### src/rtl/proc_run_ctrl.sv
// proc_run_ctrl: start/reset/run/done sequencer for a group of cores, with a
// halt-or-budget run end, abort, per-run cycle count and sticky halt record.
module proc_run_ctrl #(
   parameter int NUM_CORES  = 1,
   parameter int RST_CYCLES = 1,
   parameter int MAX_CYCLES = 2,
   parameter int CNT_W      = 16,
   parameter int HALT_ALL   = 1
) (
   input  logic                 clk,
   input  logic                 rst,
   input  logic                 start,
   input  logic                 abort,
   input  logic [NUM_CORES-1:0] core_halt,
   output logic                 core_rst,
   output logic                 running,
   output logic                 done,
   output logic                 timeout,
   output logic [CNT_W-1:0]     cycle_count,
   output logic [NUM_CORES-1:0] halt_mask
);
   localparam int RW = $clog2(RST_CYCLES + 1);
   typedef enum logic [1:0] {IDLE, RESET, RUN, DONE} state_t;
   state_t state, state_n;
   logic [RW-1:0] rcnt, rcnt_n;
   logic [CNT_W-1:0] cnt_n;
   logic [NUM_CORES-1:0] mask_n, hm;
   logic done_n, to_n, halt;
   assign core_rst = (state == IDLE) || (state == RESET);
   assign running  = (state == RUN);
   always_comb begin
      hm      = halt_mask | core_halt;
      halt    = (HALT_ALL != 0) ? &hm : |hm;
      state_n = state;
      rcnt_n  = rcnt;
      cnt_n   = cycle_count;
      mask_n  = halt_mask;
      done_n  = done;
      to_n    = timeout;
      case (state)
         IDLE, DONE: if (start) begin
            state_n = RESET;
            rcnt_n  = RW'(RST_CYCLES);
            cnt_n   = '0;
            mask_n  = '0;
            done_n  = 1'b0;
            to_n    = 1'b0;
         end
         RESET: begin
            rcnt_n  = rcnt - 1'b1;
            state_n = abort ? IDLE : (rcnt == RW'(1)) ? RUN : RESET;
         end
         RUN: begin
            // every RUN edge counts and accumulates, including the one that leaves RUN
            cnt_n  = cycle_count + 1'b1;
            mask_n = hm;
            if (abort)
               state_n = IDLE;
            else if (halt) begin
               state_n = DONE;
               done_n  = 1'b1;
            end else if (cycle_count == CNT_W'(MAX_CYCLES - 1)) begin
               state_n = DONE;
               to_n    = 1'b1;
            end
         end
         default: state_n = IDLE;
      endcase
   end
   always_ff @(posedge clk or negedge rst) begin
      if (!rst) begin
         state       <= IDLE;
         rcnt        <= '0;
         cycle_count <= '0;
         halt_mask   <= '0;
         done        <= 1'b0;
         timeout     <= 1'b0;
      end else begin
         state       <= state_n;
         rcnt        <= rcnt_n;
         cycle_count <= cnt_n;
         halt_mask   <= mask_n;
         done        <= done_n;
         timeout     <= to_n;
      end
   end
endmodule

### config.mk
export PLATFORM = sky130hd
export DESIGN_NAME = proc_run_ctrl
export DESIGN_NICKNAME = d
export VERILOG_FILES = /design/src/rtl/proc_run_ctrl.sv
export SDC_FILE = /design/constraint.sdc
export NUM_CORES = 1
export LEC_CHECK = 0
export BUFFER_PORTS_ARGS = -buffer_cell sky130_fd_sc_hd__buf_2
export CAP_MARGIN = 20
export CORE_MARGIN = 1
export CORE_UTILIZATION = 48
export DETAILED_ROUTE_END_ITERATION = 6
export PLACE_DENSITY = 0.74
export SYNTH_ARGS = -nofsm -noshare
export SYNTH_HDL_FRONTEND = slang
export SYNTH_SLANG_ARGS = --single-unit
### constraint.sdc
create_clock -name clk -period 1.83 [get_ports clk]
set_input_delay 0.366 -clock clk [delete_from_list [all_inputs] [get_ports clk]]
set_output_delay 0.366 -clock clk [all_outputs]
set_load 0.1 [all_outputs]
* Word-level counts from Yosys, hierarchy flattened
Index checks and enable logic that the tools add are counted.
** Storage, ports and cells
- Register bits after elaboration :: 22
- Input port bits :: 5
- Output and inout bits :: 21
- Logic and storage cells :: 49
** Operators by class
- $add $sub $neg :: 2
- Equal/unequal tests :: 10
- Muxes and demuxes :: 20
- Bitwise gates (word level) :: 1
- Reductions and logical operators :: 10
** Operators by type and width (count)
- one-hot mux 16 bit (2 select lines) :: 1
- adder 16 x 1 -> 16 bit, second input constant :: 1
- == test 16 x 1 -> 1 bit, second input constant :: 1
- two-way mux 16 bit :: 1
- two-way mux 2 bit :: 6
- one-hot mux 1 bit (2 select lines) :: 4
- two-way mux 1 bit :: 7
- inequality test 2 bit, second input constant :: 3
- one-hot mux 2 bit (3 select lines) :: 1
- AND reduction 2 bit :: 3
- AND reduction 5 bit :: 1
- == test 2 bit, second input constant :: 2
- inequality test 2 x 1 -> 1 bit, second input constant :: 2
- inequality test 4 x 2 -> 1 bit, second input constant :: 1
- AND reduction 4 bit :: 1
- nonzero test 2 bit :: 2
- == test 2 x 1 -> 1 bit, second input constant :: 1
- logical NOT 2 bit :: 1
- OR reduction 2 bit :: 1
- logical OR 1 bit :: 1
- bitwise OR 1 bit :: 1
- subtractor 1 bit, second input constant :: 1

* Longest topological paths before layout
- Depth in word-level cells :: 5
- Depth in mapped cells :: 7
- Depth with buffers taken out :: 6

* Least setup slack after synthesis
OpenSTA, ideal clock, no wires.
- Path type :: register -> register
- From :: register state[0]
- To :: register cycle_count[11]
- Setup time :: 121 ps
- Arrival :: 2543 ps
- Data required time :: 1709 ps
- Slack :: -834 ps
- Cell stages (with the launch flop) :: 8
- Path buffers :: 1
- Period minus slack after synthesis :: 2664 ps
- Path through :: dfrtp_1 -> inv_1 -> ha_1 -> mux2i_1 -> clkbuf_1 -> nor4_4 -> a31oi_1 -> a41o_1
** On the way
- Elaborated cells between the ends (all ways) :: 8
- Classes of those cells :: eq/ne (3); mux (1); reduce/logical (4)
** RTL lines
- start, declared :: line 24 : state_t state, state_n;
- start signal, assigned :: line 79 : state <= state_n;
- == test 2 bit *
- via running :: line 16 : output logic running,
- nonzero test 2 bit (no line)
- AND reduction 2 bit (no line)
- end signal, assigned :: line 81 : cycle_count <= cnt_n;
- end, declared :: line 19 : output logic [CNT_W-1:0] cycle_count,
The timed path passes the listed nets; every way through them passes the cells marked *.
A chain may end at the register's enable or synchronous reset.

* Final worst setup path
- From :: register state[1]
- To :: register cycle_count[14]
** On the way
- Longest elaborated chain between the ends :: 4
- Elaborated cells between the ends (all ways) :: 8
- Classes of those cells :: eq/ne (3); mux (1); reduce/logical (4)
** RTL lines
- == test 2 bit or logical NOT 2 bit (tied branches) :: line 40 : case (state)
- OR reduction 2 bit :: line 40
- inequality test 2 bit (no line) or nonzero test 2 bit (tied branches)
- AND reduction 2 bit (no line)
Parallel ways exist; a longest one is shown, timed or not.

==> flow_summary.json <==
{
  "synthTopCellsByCount": "22 x dfrtp_1, 17 x nor2_1, 11 x o21ai_0",
  "cp_cell_sequence": "inv_2, ha_4, mux2i_1, or4_4, or3_4, a21oi_2",
  "drive_gt1_frac": 0.433,
  "yosysWarnings": 0,
  "finalWorstSetupSlack_ps": -5.62,
  "slowest_delay_ps": 440,
  "top_level_ports": 26,
  "hold_viol": 12,
  "path_max_fanout": 4,
  "nNetsFinal": 191,
  "antenna_left": 0,
  "cts_buffers": 3,
  "syn_inst": 139,
  "drt_iter0_markers": 20,
  "rrSetupSlack_ps": -6,
  "synth_top_area_cell": "dfrtp_1",
  "clock.fmax_mhz": 545,
  "p_total_mw": 2.61,
  "cts_tree": "yes",
  "slew_viol_final": 0,
  "critical-path-top-delay-family": "simple AND/OR/NAND/NOR gates",
  "syn_area_per_cell_um2": 9.24,
  "grt_pass1_vias": 1161,
  "final-setup-viol-count": 1,
  "diodes": 0,
  "htreeDepth": 1,
  "ir_worst_vdd_mv": 1.29,
  "synth_area_um2": 1280,
  "min_path_type": "in -> async",
  "min_period_ps": 1840,
  "root_buffer": "clkbuf_4",
  "dr_total_vias": 1240,
  "cp.arrival_ps": 2090,
  "path_clk_slew_ps": 130,
  "wl_per_cell_um": 15.6,
  "drc_errors": 0,
  "holdWs_ps": -4.44,
  "grt_pass1_wl_um": 5160,
  "syn_nets": 149,
  "die_x_um": 53.7,
  "firstDrtPassIters": 4,
  "ys_async_sr_fraction": 1.00,
  "die_area_um2": 2890,
  "min_period_over_period": 1.00,
  "worstSetupEndpoint": "cycle_count[14]$_DFFE_PN0P_",
  "crit_cells": 6,
  "powerDensity_nw_per_um2": 1480,
  "fillers": 187,
  "place_hpwl_um": 2190,
  "end_kind": "flip-flop",
  "final_util": 0.703,
  "vias_per_cell": 5.90,
  "wl_um": 3280,
  "initial_core_util": 0.514,
  "p_leak_nw": 0.798,
  "dieHeight_um": 53.7,
  "grt_usage": 0.249,
  "cp.buffers_inverters": 1,
  "reg2reg_to": "cycle_count[14]$_DFFE_PN0P_",
  "antenna_found_initial": 0,
  "yosys-top-cells-area": "dfrtp_1 43%, xnor2_1 5.5%, nor2_1 5.0%, ha_1 4.9%, o21ai_0 4.3%",
  "yosysMostFrequentCell": "dfrtp_1",
  "outcome": "finished with violations",
  "grt_max_degree": 23,
  "place.port_buffers": 25,
  "stdcell_area_um2": 1760,
  "relSlewSlack": 0.666,
  "grt.overflow.total": 0,
  "worstMarginPinSlew_ps": 500,
  "synth_top_area_share": 0.429,
  "core_area_um2": 2500,
  "start_kind": "flip-flop",
  "ctsHoldBuffers": 0,
  "cp.required_ps": 2080,
  "reg2reg_from": "state[1]$_DFFE_PN0P_",
  "synth_cell_types": 34,
  "violations": "hold timing, setup timing",
  "rows": 18,
  "clk_latency_ps": 310,
  "placed_area_um2": 1600,
  "ys.flop_type": "dfrtp_1",
  "worst_r2r_path_depth": 6,
  "place.gp.congestion": 0.811,
  "crit_type": "reg -> reg",
  "ys_seq_elements": 22,
  "cp-startpoint": "state[1]$_DFFE_PN0P_",
  "synth_edf_count": 0,
  "syn2layout_area_growth_pct": 36.9,
  "synth_seq_area_share": 0.429,
  "cts_sinks": 22,
  "cap_violations": 0,
  "clockBufferDepth": 2,
  "setup_tns_ps": -5.62,
  "cp_slowest_cell": "or4_4",
  "clock-skew-final_ps": 2.27,
  "rsz0062_at_grt": "yes"
}
==> cells by family (layout without fill, tap and decap cells) <==
kind of cell             count (synthesis)  in the layout  share of synthesized area
AND/OR/NAND/NOR                         59             59                      0.261
AO/OA/AOI/OAI                           28             28                      0.128
flip-flops                              22             22                      0.429
buffers and inverters                   11             52                     0.0331
XOR/XNOR                                 9              9                     0.0614
adder cells (fa/ha/maj)                  5              5                     0.0487
multiplexers                             5              5                     0.0390
==> power breakdown <==
part | internal (mW) | switching, mW | total [mW] | leakage, nW
Combinational | 0.674 | 1.00 | 1.68 | 0.500
Sequential | 0.567 | 0.0859 | 0.653 | 0.277
Clock | 0.122 | 0.158 | 0.279 | 0.0210
Total | 1.36 | 1.25 | 2.61 | 0.798
==> worst min path at each step <==
stage / end / slack, ps / depth (start not counted) / start
final: cycle_count[7]$_DFFE_PN0P_ / -4 / 1 / rst
after global routing: cycle_count[7]$_DFFE_PN0P_ / 20 / 1 / rst
after CTS: cycle_count[7]$_DFFE_PN0P_ / 10 / 1 / rst
after detailed placement: cycle_count[7]$_DFFE_PN0P_ / 360 / 1 / rst
after global placement: cycle_count[7]$_DFFE_PN0P_ / 350 / 1 / rst
after floorplan: cycle_count[10]$_DFFE_PN0P_ / 70 / 0 / rst
==> placed cells by master (no fill, tap or decap), drive strengths merged <==
| cell type | count |
|---|---|
| a31o | 1 |
| a21oi | 10 |
| nand2 | 8 |
| xor2 | 1 |
| or3b | 1 |
| xnor2 | 8 |
| buf | 43 |
| o21a | 1 |
| or4 | 1 |
| o22a | 1 |
| nor3 | 3 |
| dfrtp | 22 |
| nor2b | 2 |
| a41o | 1 |
| nor2 | 17 |
| nor3b | 3 |
| or3 | 4 |
| nor4 | 7 |
| nor4b | 1 |
| nand3 | 5 |
| mux2i | 5 |
| inv | 5 |
| nand2b | 2 |
| ha | 5 |
| nand4 | 2 |
| a31oi | 1 |
| a22o | 1 |
| a32oi | 1 |
| o21ai | 11 |
| and4 | 2 |
| clkbuf | 4 |
| or2 | 1 |
==> final cells by class <==
| class | count | area (um2) | share of cell area |
|---|---|---|---|
| multi-input cells | 106 | 782 | 0.445 |
| flip-flops and latches | 22 | 589 | 0.335 |
| repair buffers | 43 | 294 | 0.167 |
| well taps | 30 | 37.5 | 0.0214 |
| clock buffers | 4 | 36.3 | 0.0206 |
| inverters | 5 | 18.8 | 0.0107 |
==> metal layers <==
| layer | vias to the layer above | part of all wire | GRT usage |
|---|---|---|---|
| li1 | 578 | - | - |
| met3 | 8 | 0.041 | 0.0424 |
| met5 | - | 0 | 0 |
| met4 | 0 | 0.016 | 0.0965 |
| met1 | 620 | 0.43 | 0.317 |
| met2 | 34 | 0.51 | 0.416 |
==> through the flow <==
step / setup slack, ps / instances
after global placement: 32.1 / 200
after detailed placement: -49.8 / 200
after floorplan: -88.9 / 139
after CTS: -3.46 / 206
final: -5.62 / 210
after global routing: -67.6 / 210
==> worst register-to-register path: cells and delay by family (launching register included) <==
family	cells	cell delay, ps
buf+inv	1	110
flops	1	410
simple gates	2	780
compound gates	1	130
fa+ha+maj	1	220
mux	1	130
==> state kept, by name (all words and copies together), names as in the netlist <==
register	cells
done	1
halt_mask	1
rcnt	1
state	2
timeout	1
cycle_count	16
==> timing repair <==
action                                  in CTS  in global routing
buffers inserted                             2                  4
pin swaps                                    0                  2
gates cloned                                 0                  0
gates resized for setup                      9                  7
endpoints found under the setup margin       7                 11
(Power assumes the default switching activity.)
